### src/rtl/mult_div_unit.sv
// MIPS-style HI/LO multiply/divide unit; divider built only with `MDU_DIV_EN defined.
// Latency: MULT/MULTU busy MULT_CYCLES, DIV/DIVU busy DIV_CYCLES, MTHI/MTLO write next edge.
// Backpressure: none internal; starts are ignored while busy, upstream must stall on busy.
module mult_div_unit #(
    parameter int MULT_CYCLES = 5,  // legal 1..15
    parameter int DIV_CYCLES  = 10  // legal 1..15
) (
    input  logic        clk,
    input  logic        reset,
    input  logic        start,
    input  logic [2:0]  mdop,
    input  logic [31:0] a,
    input  logic [31:0] b,
    output logic        busy,
    output logic [31:0] hi,
    output logic [31:0] lo
);

    localparam logic [0:0] IDLE = 1'b0;
    localparam logic [0:0] RUN  = 1'b1;

    localparam logic [2:0] OP_MULT  = 3'b000;
    localparam logic [2:0] OP_MULTU = 3'b001;
    localparam logic [2:0] OP_DIV   = 3'b010;
    localparam logic [2:0] OP_DIVU  = 3'b011;
    localparam logic [2:0] OP_MTHI  = 3'b100;
    localparam logic [2:0] OP_MTLO  = 3'b101;

    localparam logic [3:0] MULT_LOAD = 4'(MULT_CYCLES);
    localparam logic [3:0] DIV_LOAD  = 4'(DIV_CYCLES);

    logic [0:0]  state;
    logic [3:0]  cnt;
    logic [2:0]  op_code;
    logic [31:0] op_a;
    logic [31:0] op_b;
    logic [31:0] hi_q;
    logic [31:0] lo_q;

    logic        start_mul;
    logic        start_div;
    logic [63:0] a_ext;
    logic [63:0] b_ext;
    logic [63:0] prod;
    logic [31:0] res_hi;
    logic [31:0] res_lo;

    always_comb begin
        start_mul = start && ((mdop == OP_MULT) || (mdop == OP_MULTU));
        start_div = 1'b0;
`ifdef MDU_DIV_EN
        start_div = start && ((mdop == OP_DIV) || (mdop == OP_DIVU));
`endif
    end

    // Sign-extending to 64 bits lets one unsigned multiplier serve both MULT and MULTU.
    always_comb begin
        if (op_code == OP_MULT) begin
            a_ext = {{32{op_a[31]}}, op_a};
            b_ext = {{32{op_b[31]}}, op_b};
        end else begin
            a_ext = {32'd0, op_a};
            b_ext = {32'd0, op_b};
        end
        prod = a_ext * b_ext;
    end

`ifdef MDU_DIV_EN
    logic        div_sgn;
    logic        neg_a;
    logic        neg_b;
    logic [31:0] mag_a;
    logic [31:0] mag_b;
    logic [31:0] q_mag;
    logic [31:0] r_mag;
    logic [31:0] quo;
    logic [31:0] rem;

    // Divide magnitudes unsigned, then restore signs; 0x80000000 / -1 wraps to 0x80000000 r 0.
    always_comb begin
        div_sgn = (op_code == OP_DIV);
        neg_a   = div_sgn & op_a[31];
        neg_b   = div_sgn & op_b[31];
        mag_a   = neg_a ? (~op_a + 32'd1) : op_a;
        mag_b   = neg_b ? (~op_b + 32'd1) : op_b;
        q_mag   = 32'd0;
        r_mag   = 32'd0;
        if (mag_b != 32'd0) begin
            q_mag = mag_a / mag_b;
            r_mag = mag_a % mag_b;
        end
        quo = (neg_a ^ neg_b) ? (~q_mag + 32'd1) : q_mag;
        rem = neg_a ? (~r_mag + 32'd1) : r_mag;
    end
`endif

    always_comb begin
        res_hi = hi_q;
        res_lo = lo_q;
        case (op_code)
            OP_MULT, OP_MULTU: begin
                res_hi = prod[63:32];
                res_lo = prod[31:0];
            end
`ifdef MDU_DIV_EN
            OP_DIV, OP_DIVU: begin
                if (op_b != 32'd0) begin
                    res_hi = rem;
                    res_lo = quo;
                end
            end
`endif
            default: ;
        endcase
    end

    always_ff @(posedge clk) begin
        if (reset) begin
            state   <= IDLE;
            cnt     <= 4'd0;
            op_code <= 3'd0;
            op_a    <= 32'd0;
            op_b    <= 32'd0;
            hi_q    <= 32'd0;
            lo_q    <= 32'd0;
        end else begin
            case (state)
                IDLE: begin
                    if (start_mul || start_div) begin
                        op_code <= mdop;
                        op_a    <= a;
                        op_b    <= b;
                        cnt     <= start_div ? DIV_LOAD : MULT_LOAD;
                        state   <= RUN;
                    end else if (start && (mdop == OP_MTHI)) begin
                        hi_q <= a;
                    end else if (start && (mdop == OP_MTLO)) begin
                        lo_q <= a;
                    end
                end
                default: begin
                    cnt <= cnt - 4'd1;
                    if (cnt == 4'd1) begin
                        hi_q  <= res_hi;
                        lo_q  <= res_lo;
                        state <= IDLE;
                    end
                end
            endcase
        end
    end

    assign busy = (state == RUN);
    assign hi   = hi_q;
    assign lo   = lo_q;

endmodule

### config.mk
export PLATFORM = sky130hd
export DESIGN_NAME = mult_div_unit
export DESIGN_NICKNAME = d
export VERILOG_FILES = /design/src/rtl/mult_div_unit.sv
export SDC_FILE = /design/constraint.sdc
export NUM_CORES = 2
export LEC_CHECK = 0
export ABC_AREA = 1
export CORE_MARGIN = 2
export CORE_UTILIZATION = 40
export CTS_BUF_LIST = sky130_fd_sc_hd__clkbuf_8
export CTS_CLUSTER_DIAMETER = 60
export CTS_CLUSTER_SIZE = 10
export DETAILED_ROUTE_END_ITERATION = 10
export GPL_ROUTABILITY_DRIVEN = 0
export SYNTH_ARGS = -nofsm -noshare
export SYNTH_HDL_FRONTEND = slang
export SYNTH_SLANG_ARGS = --single-unit
### constraint.sdc
create_clock -name clk -period 11.3 [get_ports clk]
set_input_delay 2.26 -clock clk [delete_from_list [all_inputs] [get_ports clk]]
set_output_delay 2.26 -clock clk [all_outputs]
set_load 0.05 [all_outputs]
==> flow_metrics.py <==
metrics = {
    "setup_path": {
        "path_delay_family": "adder cells",
        "slowest_delay_ns": 1.28,
        "worstReg2RegStart": "op_a[8]$_SDFFE_PP0P_",
        "path_class": "flop to flop",
        "reg2reg_depth": 31,
        "timing.reg2reg.setup_slack_ns": 1.27,
        "crit_path_launch_type": "flop",
        "cp_slowest_cell": "dfxtp_1",
        "cpMostUsedCell": "fa_1",
        "critPathRequiredTime_ns": 11.81,
        "arrival_ns": 10.54,
        "path_buf_inv": 7,
        "regToRegEndpoint": "hi[21]$_SDFFE_PP0P_",
        "cp_max_fo": 18,
        "setup.worst_path.end_class": "flop",
    },
    "global_route": {
        "vias_in_the_first_global_route": 45941,
        "grt_antenna_before_repair": 7,
        "grt_max_degree": 76,
        "grt_first_pass_wirelength_mm": 278,
        "grt_overflow_total": 0,
        "grtUsageTotal_pct": 26.5,
    },
    "clock_network": {
        "cts.repair.resized": 0,
        "number_of_buffers_inserted_during_clock_tree_synthesis": 17,
        "cts_sinks": 136,
        "ctsHoldBuffers": 0,
        "clock_tree.buffer_depth": 2,
        "h-tree-depth": 4,
        "root_buffer": "clkbuf_8",
        "cts.clk_slew.worst_paths_ns": 0.11,
        "worst_skew_pair.late_latency_ns": 0.60,
        "cts_setup_buffers": 0,
        "tritoncts": "done",
    },
    "synth": {
        "synth.yosys.seq_area_share_pct": 5.00,
        "combinational_family_with_the_most_area_after_synthesis": "adder cells",
        "post_synth_cell_types": 51,
        "synth_area_per_cell_um2": 8.14,
        "synth.cell_area_mm2": 0.0545,
        "yosys_warnings": 0,
        "synth-edff-count": 0,
        "yosys.area_share.xor_xnor_pct": 0.370,
        "post_synth_fa_ha_maj_area_fraction_pct": 59.3,
        "synth_seq_cells": 136,
        "postSynthCellCount": 6695,
        "yosysMostFrequentCell": "inv_1",
        "yosys-top-cells-count": "2082 x inv_1, 1423 x nand2_1, 1419 x fa_1",
        "synth_simple_gate_area_share_pct": 14.3,
        "synth_top_flop_cell": "dfxtp_1",
        "synth_compound_area_share_pct": 4.47,
        "synth_top_area_cell": "fa_1",
        "post_synth_main_area_contributors": "fa_1 52%, inv_1 14%, nand2_1 9.8%, ha_1 7.1%, dfxtp_1 5.0%",
        "synth_mux_area_share_pct": 0,
        "syn-num-nets": 8494,
        "yosysTopAreaCellShare_pct": 52.1,
        "ys_async_sr_fraction_pct": 0,
    },
    "floorplan": {
        "fp.dieH_um": 373,
        "rows": 135,
        "core_mm2": 0.135,
        "die-width_um": 373,
        "io-pin-count": 135,
        "start_util_pct": 40.3,
        "dieArea_mm2": 0.139,
    },
    "sta": {
        "fin_setup_tns_ns": 0,
        "period_share_pct": 88.8,
        "final_hold_viol_count": 0,
        "worst_hold_slack_ns": 0.479,
        "tightestPinTransition_ns": 1.47,
        "final_period_demand_of_the_worst_path_ns": 10.03,
        "final-max-slew-violation-count": 0,
        "timing.slew.headroom_pct": 1.83,
        "timing.clock.skew_ns": 0.0406,
        "timing.final.setup_violations": 0,
        "grt_setup_unrepaired": "no",
        "final_critical_path_setup_slack_ns": 1.27,
        "achievable-frequency_mhz": 99.7,
    },
    "route": {
        "first_iter_violations": 3822,
        "wl_mm": 178,
        "detail_route.wl_per_cell_um": 21.0,
        "detail_route.first_pass.iterations": 6,
        "vias": 42710,
        "viasPerCell": 5.05,
        "drc_errors": 0,
        "ant_nets": 0,
    },
    "hold_path": {
        "worstHoldEndpoint": "cnt[3]$_SDFFE_PP0P_",
        "worstHoldPathType": "flop to flop",
        "min-delay-start": "cnt[3]$_SDFFE_PP0P_",
        "hold_depth": 1,
    },
    "outcome": {
        "run_status": "complete, no violations",
    },
    "placement": {
        "detailedPlacementHpwl_mm": 151,
        "place.port_buffers": 134,
        "pre_cts_ws_ns": 1.45,
    },
    "power": {
        "power.ir.vdd_worst_mv": 0.0936,
        "power.leakage_nw": 32.8,
        "power_density_mw_per_mm2": 41.4,
    },
    "finish": {
        "fin_util_pct": 43.0,
        "num-nets-final": 8448,
        "share_of_layout_cells_above_drive_strength_1_pct": 3.35,
        "layout-area-overhead-vs-synth_pct": 6.73,
    },
    "run": {
        "max_cap_violations": 0,
    },
}
metrics by stage:
stage | area, um2 | total power, W | cells
3_5_place_dp | 57700 | 0.00194 | 8411
3_3_place_gp | 57700 | 0.00193 | 8411
5_1_grt | 58100 | 0.00256 | 8450
4_1_cts | 58100 | 0.00240 | 8443
6_report | 58100 | 0.00241 | 8451
2_1_floorplan | 54500 | 0.00141 | 6695
layout make-up:
| class | instances | area, um2 |
|---|---|---|
| Tap cell | 1781 | 2230 |
| Antenna cell | 8 | 20.0 |
| Inverter | 2094 | 7860 |
| Multi-Input combinational cell | 4153 | 42700 |
| Fill cell | 13505 | 77200 |
| Clock buffer | 18 | 248 |
| Timing Repair Buffer | 247 | 2200 |
| Clock inverter | 14 | 139 |
| Sequential cell | 136 | 2730 |
sequential cells by signal, indices dropped and copies added (netlist names):
| name | cells |
|---|---|
| hi | 32 |
| cnt | 4 |
| op_b | 32 |
| op_code | 3 |
| busy | 1 |
| lo | 32 |
| op_a | 32 |
routing by layer:
layer	vias to the layer above	wire [um]	track usage [%]
met2	1841	82400	42.5
met1	21838	70100	34.6
met5	-	30	0
met4	4	10200	12.4
met3	362	15200	5.18
li1	18665	-	-
cell families after synthesis:
| group | Yosys count |
|---|---|
| buffers and inverters | 2406 |
| and+or+nand+nor | 1960 |
| adders and majority gates | 1729 |
| AOI/OAI and AO/OA | 441 |
| DFF | 136 |
| xor gates and xnor gates | 23 |
how the worst max path moves through the flow:
stage | from | end | slack, ns | cells past startpoint
6_report | op_a[8]$_SDFFE_PP0P_ | hi[21]$_SDFFE_PP0P_ | 1.27 | 31
5_1_grt | op_code[1]$_SDFFE_PP0P_ | hi[21]$_SDFFE_PP0P_ | 0.85 | 31
4_1_cts | op_b[13]$_SDFFE_PP0P_ | hi[21]$_SDFFE_PP0P_ | 1.43 | 28
3_5_place_dp | op_b[13]$_SDFFE_PP0P_ | hi[21]$_SDFFE_PP0P_ | 1.45 | 28
3_3_place_gp | op_code[1]$_SDFFE_PP0P_ | hi[31]$_SDFFE_PP0P_ | 1.59 | 35
2_1_floorplan | op_code[1]$_SDFFE_PP0P_ | hi[31]$_SDFFE_PP0P_ | 2.32 | 37
layout by cell type, fill, tap and decap left out, drive strengths merged, types with 5 or more instances in the layout:
cell type      instances
inv                 2102
nand2               1426
o21bai                16
a21o                   5
nor2                 341
diode                  8
nor4                   8
clkbuf                18
a31oi                 34
nand3b                 8
o21ai                177
buf                  113
a21oi                188
nand4                 19
clkdlybuf4s50        134
ha                   310
xnor2                  8
xor2                  15
nor3                  11
or2                   30
dfxtp                136
nand3                116
a211oi                 8
fa                  1419
power by group:
group / switching (W) / internal, W
registers: 0.0000652 / 0.000511
logic: 0.000913 / 0.000457
clock network: 0.000274 / 0.000186
No activity file was read; power rests on OpenSTA's default activity.
